## src/rtl/second_max_pkg.sv

```systemverilog
// Shared types and helpers for the second-max scheduler slice.
// Holds the FSM state enum, default widths and round-robin search.
package second_max_pkg;

  localparam int DEF_DATA_W = 8;
  localparam int DEF_CNT_W  = 8;
  localparam int MAX_REQ    = 16;

  typedef enum logic [1:0] {
    IDLE,
    STREAM,
    RESULT
  } state_e;

  // First set bit of req searching upward from (ptr+1) mod n, with wrap.
  function automatic logic [3:0] next_grant(
    input logic [MAX_REQ-1:0] req,
    input logic [3:0]         ptr,
    input int                 n
  );
    logic [3:0] g;
    int         idx;
    g = ptr;
    for (int k = MAX_REQ; k >= 1; k--) begin
      idx = (int'(ptr) + k) % n;
      if (k <= n && req[idx]) g = 4'(idx);
    end
    return g;
  endfunction

endpackage

```

## src/rtl/second_max_tracker.sv

```systemverilog
// Running max / second-distinct-max tracker with a saturating beat count.
// Cleared at frame start; updated once per accepted beat.
module second_max_tracker
  import second_max_pkg::*;
#(
  parameter int DATA_W = DEF_DATA_W,
  parameter int CNT_W  = DEF_CNT_W
) (
  input  logic              clk,
  input  logic              reset,
  input  logic              clear,
  input  logic              valid,
  input  logic [DATA_W-1:0] data,
  output logic [DATA_W-1:0] max,
  output logic [DATA_W-1:0] second,
  output logic              second_vld,
  output logic [CNT_W-1:0]  count
);

  logic [DATA_W-1:0] max_q, max_d;
  logic [DATA_W-1:0] sec_q, sec_d;
  logic              vld_q, vld_d;
  logic [CNT_W-1:0]  cnt_q, cnt_d;

  always_comb begin
    max_d = max_q;
    sec_d = sec_q;
    vld_d = vld_q;
    cnt_d = cnt_q;
    if (clear) begin
      max_d = '0;
      sec_d = '0;
      vld_d = 1'b0;
      cnt_d = '0;
    end else if (valid) begin
      // Count never wraps, so zero reliably marks the first beat.
      if (cnt_q == '0) begin
        max_d = data;
      end else if (data > max_q) begin
        sec_d = max_q;
        vld_d = 1'b1;
        max_d = data;
      end else if (data < max_q && (!vld_q || data > sec_q)) begin
        sec_d = data;
        vld_d = 1'b1;
      end
      if (cnt_q != '1) cnt_d = cnt_q + 1'b1;
    end
  end

  always_ff @(posedge clk or posedge reset) begin
    if (reset) begin
      max_q <= '0;
      sec_q <= '0;
      vld_q <= 1'b0;
      cnt_q <= '0;
    end else begin
      max_q <= max_d;
      sec_q <= sec_d;
      vld_q <= vld_d;
      cnt_q <= cnt_d;
    end
  end

  assign max        = max_q;
  assign second     = sec_q;
  assign second_vld = vld_q;
  assign count      = cnt_q;

endmodule

```

## src/rtl/second_max_scheduler.sv

```systemverilog
// Frame-based round-robin front end sharing one second-max tracker.
// One requester owns the tracker per frame; result is held until taken.
module second_max_scheduler
  import second_max_pkg::*;
#(
  parameter int N_REQ  = 4,
  parameter int DATA_W = DEF_DATA_W,
  parameter int CNT_W  = DEF_CNT_W,
  parameter int ID_W   = $clog2(N_REQ)
) (
  input  logic                    clk,
  input  logic                    reset,
  input  logic [N_REQ-1:0]        req_valid,
  input  logic [N_REQ*DATA_W-1:0] req_data,
  input  logic [N_REQ-1:0]        req_last,
  output logic [N_REQ-1:0]        req_ready,
  output logic                    res_valid,
  input  logic                    res_ready,
  output logic [ID_W-1:0]         res_id,
  output logic [DATA_W-1:0]       res_max,
  output logic [DATA_W-1:0]       res_second,
  output logic                    res_second_vld,
  output logic [CNT_W-1:0]        res_count,
  output logic                    busy
);

  state_e            state_q, state_d;
  logic [ID_W-1:0]   grant_q, grant_d;
  logic [ID_W-1:0]   ptr_q, ptr_d;
  logic              trk_clear;
  logic              beat;
  logic [DATA_W-1:0] beat_data;
  logic [DATA_W-1:0] trk_max;
  logic [DATA_W-1:0] trk_sec;
  logic              trk_vld;
  logic [CNT_W-1:0]  trk_cnt;

  assign beat_data = req_data[int'(grant_q)*DATA_W +: DATA_W];

  always_comb begin
    state_d   = state_q;
    grant_d   = grant_q;
    ptr_d     = ptr_q;
    trk_clear = 1'b0;
    beat      = 1'b0;
    req_ready = '0;
    res_valid = 1'b0;
    unique case (state_q)
      IDLE: begin
        if (|req_valid) begin
          grant_d   = ID_W'(next_grant(16'(req_valid),
                                       4'(ptr_q), N_REQ));
          trk_clear = 1'b1;
          state_d   = STREAM;
        end
      end
      STREAM: begin
        req_ready[grant_q] = 1'b1;
        beat = req_valid[grant_q];
        if (beat && req_last[grant_q]) state_d = RESULT;
      end
      RESULT: begin
        res_valid = 1'b1;
        if (res_ready) begin
          ptr_d   = grant_q;
          state_d = IDLE;
        end
      end
      default: state_d = IDLE;
    endcase
  end

  always_ff @(posedge clk or posedge reset) begin
    if (reset) begin
      state_q <= IDLE;
      grant_q <= '0;
      ptr_q   <= ID_W'(N_REQ - 1);
    end else begin
      state_q <= state_d;
      grant_q <= grant_d;
      ptr_q   <= ptr_d;
    end
  end

  second_max_tracker #(
    .DATA_W (DATA_W),
    .CNT_W  (CNT_W)
  ) u_trk (
    .clk        (clk),
    .reset      (reset),
    .clear      (trk_clear),
    .valid      (beat),
    .data       (beat_data),
    .max        (trk_max),
    .second     (trk_sec),
    .second_vld (trk_vld),
    .count      (trk_cnt)
  );

  assign res_id         = grant_q;
  assign res_max        = trk_max;
  assign res_second     = trk_vld ? trk_sec : '0;
  assign res_second_vld = trk_vld;
  assign res_count      = trk_cnt;
  assign busy           = (state_q != IDLE);

endmodule

```

## config.mk

```make
export PLATFORM = sky130hd
export DESIGN_NAME = second_max_scheduler
export DESIGN_NICKNAME = d
export VERILOG_FILES = /design/src/rtl/second_max_pkg.sv /design/src/rtl/second_max_tracker.sv /design/src/rtl/second_max_scheduler.sv
export SDC_FILE = /design/constraint.sdc
export NUM_CORES = 1
export LEC_CHECK = 0
export BUFFER_PORTS_ARGS = -buffer_cell sky130_fd_sc_hd__clkbuf_2
export CORE_MARGIN = 10
export CORE_UTILIZATION = 51
export DETAILED_ROUTE_END_ITERATION = 10
export GPL_TIMING_DRIVEN = 0
export PLACE_DENSITY = 0.92
export SYNTH_ARGS = -nofsm -noshare
export SYNTH_HDL_FRONTEND = slang
export SYNTH_SLANG_ARGS = --single-unit
```

## constraint.sdc

```tcl
create_clock -name clk -period 3.9 [get_ports clk]
set_clock_uncertainty 0.15 [all_clocks]
set_input_delay 0.195 -clock clk [delete_from_list [all_inputs] [get_ports clk]]
set_output_delay 0.195 -clock clk [all_outputs]
set_load 0.05 [all_outputs]
```

==> metrics.txt, run 1 <==
status=completed; Max Root-Sink Buffers=2; clk sinks=31; area grow syn2layout=23.8%; pre-CTS WS=about 470 ps; Avg Inst Size Synth=between 9 and 10 µm²; Most used DFF post-synth=dfrtp_1; design area=2810 µm²; synth top area cells=dfrtp_1 (32%), ha_1 (9.9%), mux4_2 (7.9%); Setup TNS Final=0 ps; largest family of logic cells by synthesized area=compound AO/OA/AOI/OAI gates; Worst Hold Class=in -> reg; postcts setup bufs=0; ant diodes=0; Power per Cell Area=between 800 and 900 nW/µm²; final hold violations=0; DR iter-0 viols=169; Synth Instances=240; Post-Synth Simple-Gate Area=0.184; GPL Wtd Cong=approximately 0.85; remaining antenna violation count after routing=0; Final Util=0.650; Peak Freq=a little under 300 MHz; die span in x=a little under 90 µm; max-cap viol count=0; CTS Root Cell=clkbuf_8; Leak=between 1 and 1.5 nW; layout cell share with drive strength beyond 1=0.341; post-synth top area share=0.319; DPL Wire Length=approximately 5.2 mm; die area=7520 µm²; vias per cell=5.78; Final Worst Setup Slack=approximately 450 ps; I/O pin count=76; Final nets=383; Post-synth EDFFs=0; largest net degree at the start of global routing=32; clk slew on worst S/H paths=~70 ps; CP Capture Type=flip-flop; RSZ-0062 raised after global routing=false; post-synth top area cell=dfrtp_1; hold_ws=between 15 and 20 ps; H-tree depth=2; global route overflow=0; post-synthesis adder-cell area fraction=0.0991; Final min period=about 3400 ps; sequential fraction of the synthesis area=0.343; Least-Margin Pin Slew=about 1200 ps; drt first pass iters=4; GR Util All Layers=0.177; IO Port Bufs=75; drt wl/cell=around 17 µm; row count=24; # setup viols final=0; Slew HR=0.203; complex-gate fraction of the synthesized area=0.205; CP max FO=10; Placed Instance Area=approximately 2700 µm²; worst skew pair latency=about 300 ps; Resize count post-CTS=0; Worst EP arrival=around 3500 ps; final WL=6.45 mm; type of origin of the critical path=flip-flop; post-synthesis mux area share=0.0931; vias in the first global route=about 2,300; post-detailed-route DRC marker count=0; Period Utilization, post-route=0.884; core area=between 4000 and 5000 µm²; Die Y=between 80 and 90 µm; Required @ worst endpoint=3920 ps; Yosys Warn Count=0; worst vdd ir=approximately 0.56 mV; Syn Nets=between 300 and 400; hold buffers post-CTS=0; Synth Cell Area=2270 µm²; initial antenna violation count=0; detailed-route via count=2,166; initial core utilization=0.525; Crit Path Category=reg -> reg; Slew Limit Fails=0; global-route wire length before repair=between 10 and 15 mm; Async SR Flop Fraction=1.00; Post-Synth XOR/XNOR Area=0.0231; TritonCTS clock tree=yes; Cell variety after synth=46; synthesized flop and latch total=31; TritonCTS buffer count=5
cell usage after synthesis (3+ instances only):
| cell type | number |
|---|---|
| nand3_1 | 7 |
| nand4_1 | 6 |
| and2_1 | 4 |
| and3_1 | 4 |
| inv_1 | 23 |
| nand2b_1 | 3 |
| xor2_1 | 6 |
| nand2_1 | 25 |
| ha_1 | 18 |
| dfrtp_1 | 29 |
| nor2_1 | 27 |
| o31ai_1 | 6 |
| a221o_1 | 9 |
| buf_2 | 4 |
| o21ai_0 | 14 |
| a21o_1 | 3 |
| mux4_2 | 8 |
| nor2b_1 | 3 |
| a21oi_1 | 7 |
routing by layer:
metal  up-vias  wire [µm]  track usage
met5         -          0            0
met3        10        448       0.0535
li1       1038          -            -
met4         0        113       0.0722
met2        81       3280        0.302
met1      1037       2600        0.199
layout by cell type (no fill, tap or decap), drive strengths merged, types with 4 or more instances in the layout:
cell and instances:
inv 23, buf 5, a221o 9, nand3 7, o21ai 15, and3 5
mux4 8, nor2 27, o22ai 4, and2 5, dfrtp 29, nand4 6
a21oi 7, nand2 25, xor2 6, ha 18, o31ai 7, clkbuf 85
kinds of logic (layout without fill, tap and decap cells):
logic type,after synthesis,count (layout)
compound gates,57,57
fa+ha+maj,18,18
buf+inv,30,113
simple gates,87,87
flops,31,31
xor+xnor,6,6
mux,11,11
stage by stage:
stage | cells | total power [mW]
detailed placement | 367 | 2.09
global placement | 367 | 2.01
CTS | 375 | 2.38
finish | 375 | 2.38
global route | 375 | 2.57
floorplan | 240 | 1.72
flip-flops by register name, indices dropped and copies added, names as in the netlist:
name              count
state_q               2
u_trk.max             8
u_trk.count           8
ptr_q                 2
u_trk.second          8
u_trk.second_vld      1
res_id                2
final cells by class:
cell class | count | area [µm²]
clock buffer | 8 | 100
buffer | 7 | 35.0
fill | 359 | 1510
inverter | 23 | 86.3
sequential | 31 | 778
multi-input combinational | 179 | 1370
tap | 52 | 65.1
timing repair buffer | 75 | 375
worst max-delay path, stage by stage (launching register included):
cell and delay (ps):
dfrtp_1 470, clkbuf_1 450, mux4_2 450, ha_1 350, and3_4 190, a221oi_2 360
a2bb2oi_1 330, a21boi_2 180, buf_4 220, nand2_1 80, o31ai_1 80
path summary, 6_finish.rpt:
kind	endpoint	start	slack (ps)	cells past startpoint
worst max-delay path	u_trk.max[4]	res_id[1]	450	10
worst min-delay path	state_q[1]	res_ready	20	3
worst max register to register	u_trk.max[4]	res_id[1]	450	10
worst min register to register	u_trk.second[2]	u_trk.second[2]	370	1
max in group asynchronous	res_id[0]	reset	2850	2
min in group asynchronous	u_trk.max[5]	reset	30	2
report_power, final:
group	leakage, nW	switching [mW]	internal (mW)
clock network	0.0515	0.132	0.161
registers	0.409	0.0809	0.428
logic	0.926	1.03	0.556
No activity file was read; power rests on OpenSTA's default activity.
==> inputs of run 2 (changes only) <==
--- a/config.mk
+++ b/config.mk
@@ -7,10 +7,11 @@
 export LEC_CHECK = 0
 export BUFFER_PORTS_ARGS = -buffer_cell sky130_fd_sc_hd__clkbuf_2
 export CORE_MARGIN = 10
-export CORE_UTILIZATION = 51
+export CORE_UTILIZATION = 52
+export CTS_BUF_LIST = sky130_fd_sc_hd__clkbuf_4
 export DETAILED_ROUTE_END_ITERATION = 10
 export GPL_TIMING_DRIVEN = 0
-export PLACE_DENSITY = 0.92
+export PLACE_DENSITY = 0.93
 export SYNTH_ARGS = -nofsm -noshare
 export SYNTH_HDL_FRONTEND = slang
 export SYNTH_SLANG_ARGS = --single-unit
==> metrics.txt, run 2 (synthesized netlist as in run 1, its figures left out) <==
status=finished with violations; violated checks=negative hold slack; TritonCTS buffer count=5; Slew HR=0.223; layout cell share with drive strength beyond 1=0.340; remaining antenna violation count after routing=0; multi-input combinational cell area=roughly 1400 µm²; Max Root-Sink Buffers=2; post-detailed-route DRC marker count=0; Setup TNS Final=0 ps; initial antenna violation count=0; total power=2.34 mW; Required @ worst endpoint=3980 ps; worst vdd ir=0.541 mV; hold_ws=-22.4 ps; Fillers=~350; final hold violations=29; detailed-route via count=~2,200; slowest cell on the critical path=clkbuf_1; R2R Path End=u_trk.second[5]; Post-Layout Cell Count=roughly 370; DPL Wire Length=5.27 mm; Reg2Reg Launch Point=res_id[1]; Slew Limit Fails=0; I/O pin count=76; DR iter-0 viols=about 120; RSZ-0062 raised after global routing=false; core area=between 4000 and 5000 µm²; IO Port Bufs=75; Power per Cell Area=836 nW/µm²; global-route wire length before repair=between 10 and 15 mm; row count=23; clk slew on worst S/H paths=roughly 110 ps; area grow syn2layout=23.1%; postcts setup bufs=0; # setup viols final=0; initial core utilization=0.552; Period Utilization, post-route=0.903; Final nets=~380; ant diodes=0; R2R setup slack=~380 ps; largest net degree at the start of global routing=32; H-tree depth=2; Least-Margin Pin Slew=between 1000 and 1500 ps; Reg area=778 µm²; CP Cell Sequence=clkbuf_1, mux4_2, ha_1, and3_4, a221oi_2, o21ai_2, a31oi_4, o22ai_4, a221o_1; Final min period=roughly 3500 ps; Worst Hold Class=in -> async; global route overflow=0; Leak=1.38 nW; die span in x=roughly 86 µm; vias in the first global route=around 2,400; critical path's largest stage delay=~500 ps; GPL Wtd Cong=0.834; worst skew pair latency=approximately 350 ps; Reg2Reg Depth=9; Crit. Startpoint=res_id[1]; Worst EP arrival=3600 ps; CP max FO=10; Peak Freq=roughly 280 MHz; final WL=approximately 6.5 mm; CTS Root Cell=clkbuf_4; Critical Path End=u_trk.second[5]; max-cap viol count=0; TritonCTS clock tree=yes; CP Capture Type=flip-flop; die area=approximately 7400 µm²; vias per cell=between 5 and 6; GR Util All Layers=0.177; Die Y=86.1 µm; Crit Path Category=reg -> reg; commonest non-fill, non-tap cell in the layout=clkbuf_2; clk sinks=31; type of origin of the critical path=flip-flop; drt first pass iters=4; drt wl/cell=about 17 µm; Placed Cells=roughly 370; commonest cells after routing, fill and taps aside=clkbuf_2 (75), dfrtp_1 (29), nor2_1 (27), nand2_1 (25), inv_1 (23)
## run 2: changes by cell type in the layout (fill, tap and decap cells not counted)
| cell | change |
|---|---|
| clkbuf_8 | -7 |
| clkbuf_4 | +5 |
| bufinv_16 | +1 |
| clkbuf_1 | -1 |
| clkinv_1 | +1 |
| clkinv_2 | +1 |
| dlygate4sd3_1 | +1 |
## run 2: critical path: cells and delay by family (launching register included)
kind / cells / cell delay (ps)
flip-flops: 1 / 480
buffers and inverters: 1 / 500
adder cells (fa/ha/maj): 1 / 350
multiplexers: 1 / 480
AND/OR/NAND/NOR: 1 / 200
AO/OA/AOI/OAI: 5 / 1250
## run 2: final cells by class
| cell class | count | area share |
|---|---|---|
| plain buffers | 7 | 0.0125 |
| clock buffers | 5 | 0.0134 |
| clock inverters | 3 | 0.0139 |
| inverters | 23 | 0.0309 |
| multi-input cells | 179 | 0.491 |
| flip-flops and latches | 31 | 0.278 |
| well taps | 50 | 0.0224 |
| repair buffers | 76 | 0.138 |
## run 2: metal layers
| layer | GRT usage | share of wire | vias up |
|---|---|---|---|
| li1 | - | - | 1045 |
| met5 | 0 | 0 | - |
| met3 | 0.0700 | 0.074 | 18 |
| met4 | 0.0838 | 0.030 | 0 |
| met2 | 0.312 | 0.52 | 72 |
| met1 | 0.177 | 0.38 | 1049 |
## run 2: power breakdown
| part | internal, mW | total, mW | switching, mW | leakage (nW) |
|---|---|---|---|---|
| Clock | 0.132 | 0.248 | 0.117 | 0.0426 |
| Sequential | 0.427 | 0.508 | 0.0810 | 0.409 |
| Combinational | 0.557 | 1.58 | 1.02 | 0.930 |
## run 2: how the worst min path moves through the flow
stage,to,slack [ps],cells after the start,startpoint
floorplan,res_id[0],150,1,reset
global placement,state_q[1],310,3,res_ready
detailed placement,state_q[1],320,3,res_ready
CTS,u_trk.count[5],20,2,reset
global route,u_trk.count[4],80,2,reset
finish,u_trk.count[1],-20,2,reset
## run 2: metrics by stage
step	hold WS (ps)	utilization	cell area (µm²)	worst slack, ps
finish	-22.4	0.680	2800	377
global route	82.1	0.680	2800	259
CTS	16.8	0.680	2800	406
detailed placement	323	0.659	2710	439
global placement	308	0.659	2710	499
floorplan	147	-	2270	380
## run 2: timing repair
item	4_1_cts	5_1_grt
hold endpoints to repair	2	0
gates resized for setup	0	0
hold buffers	1	0
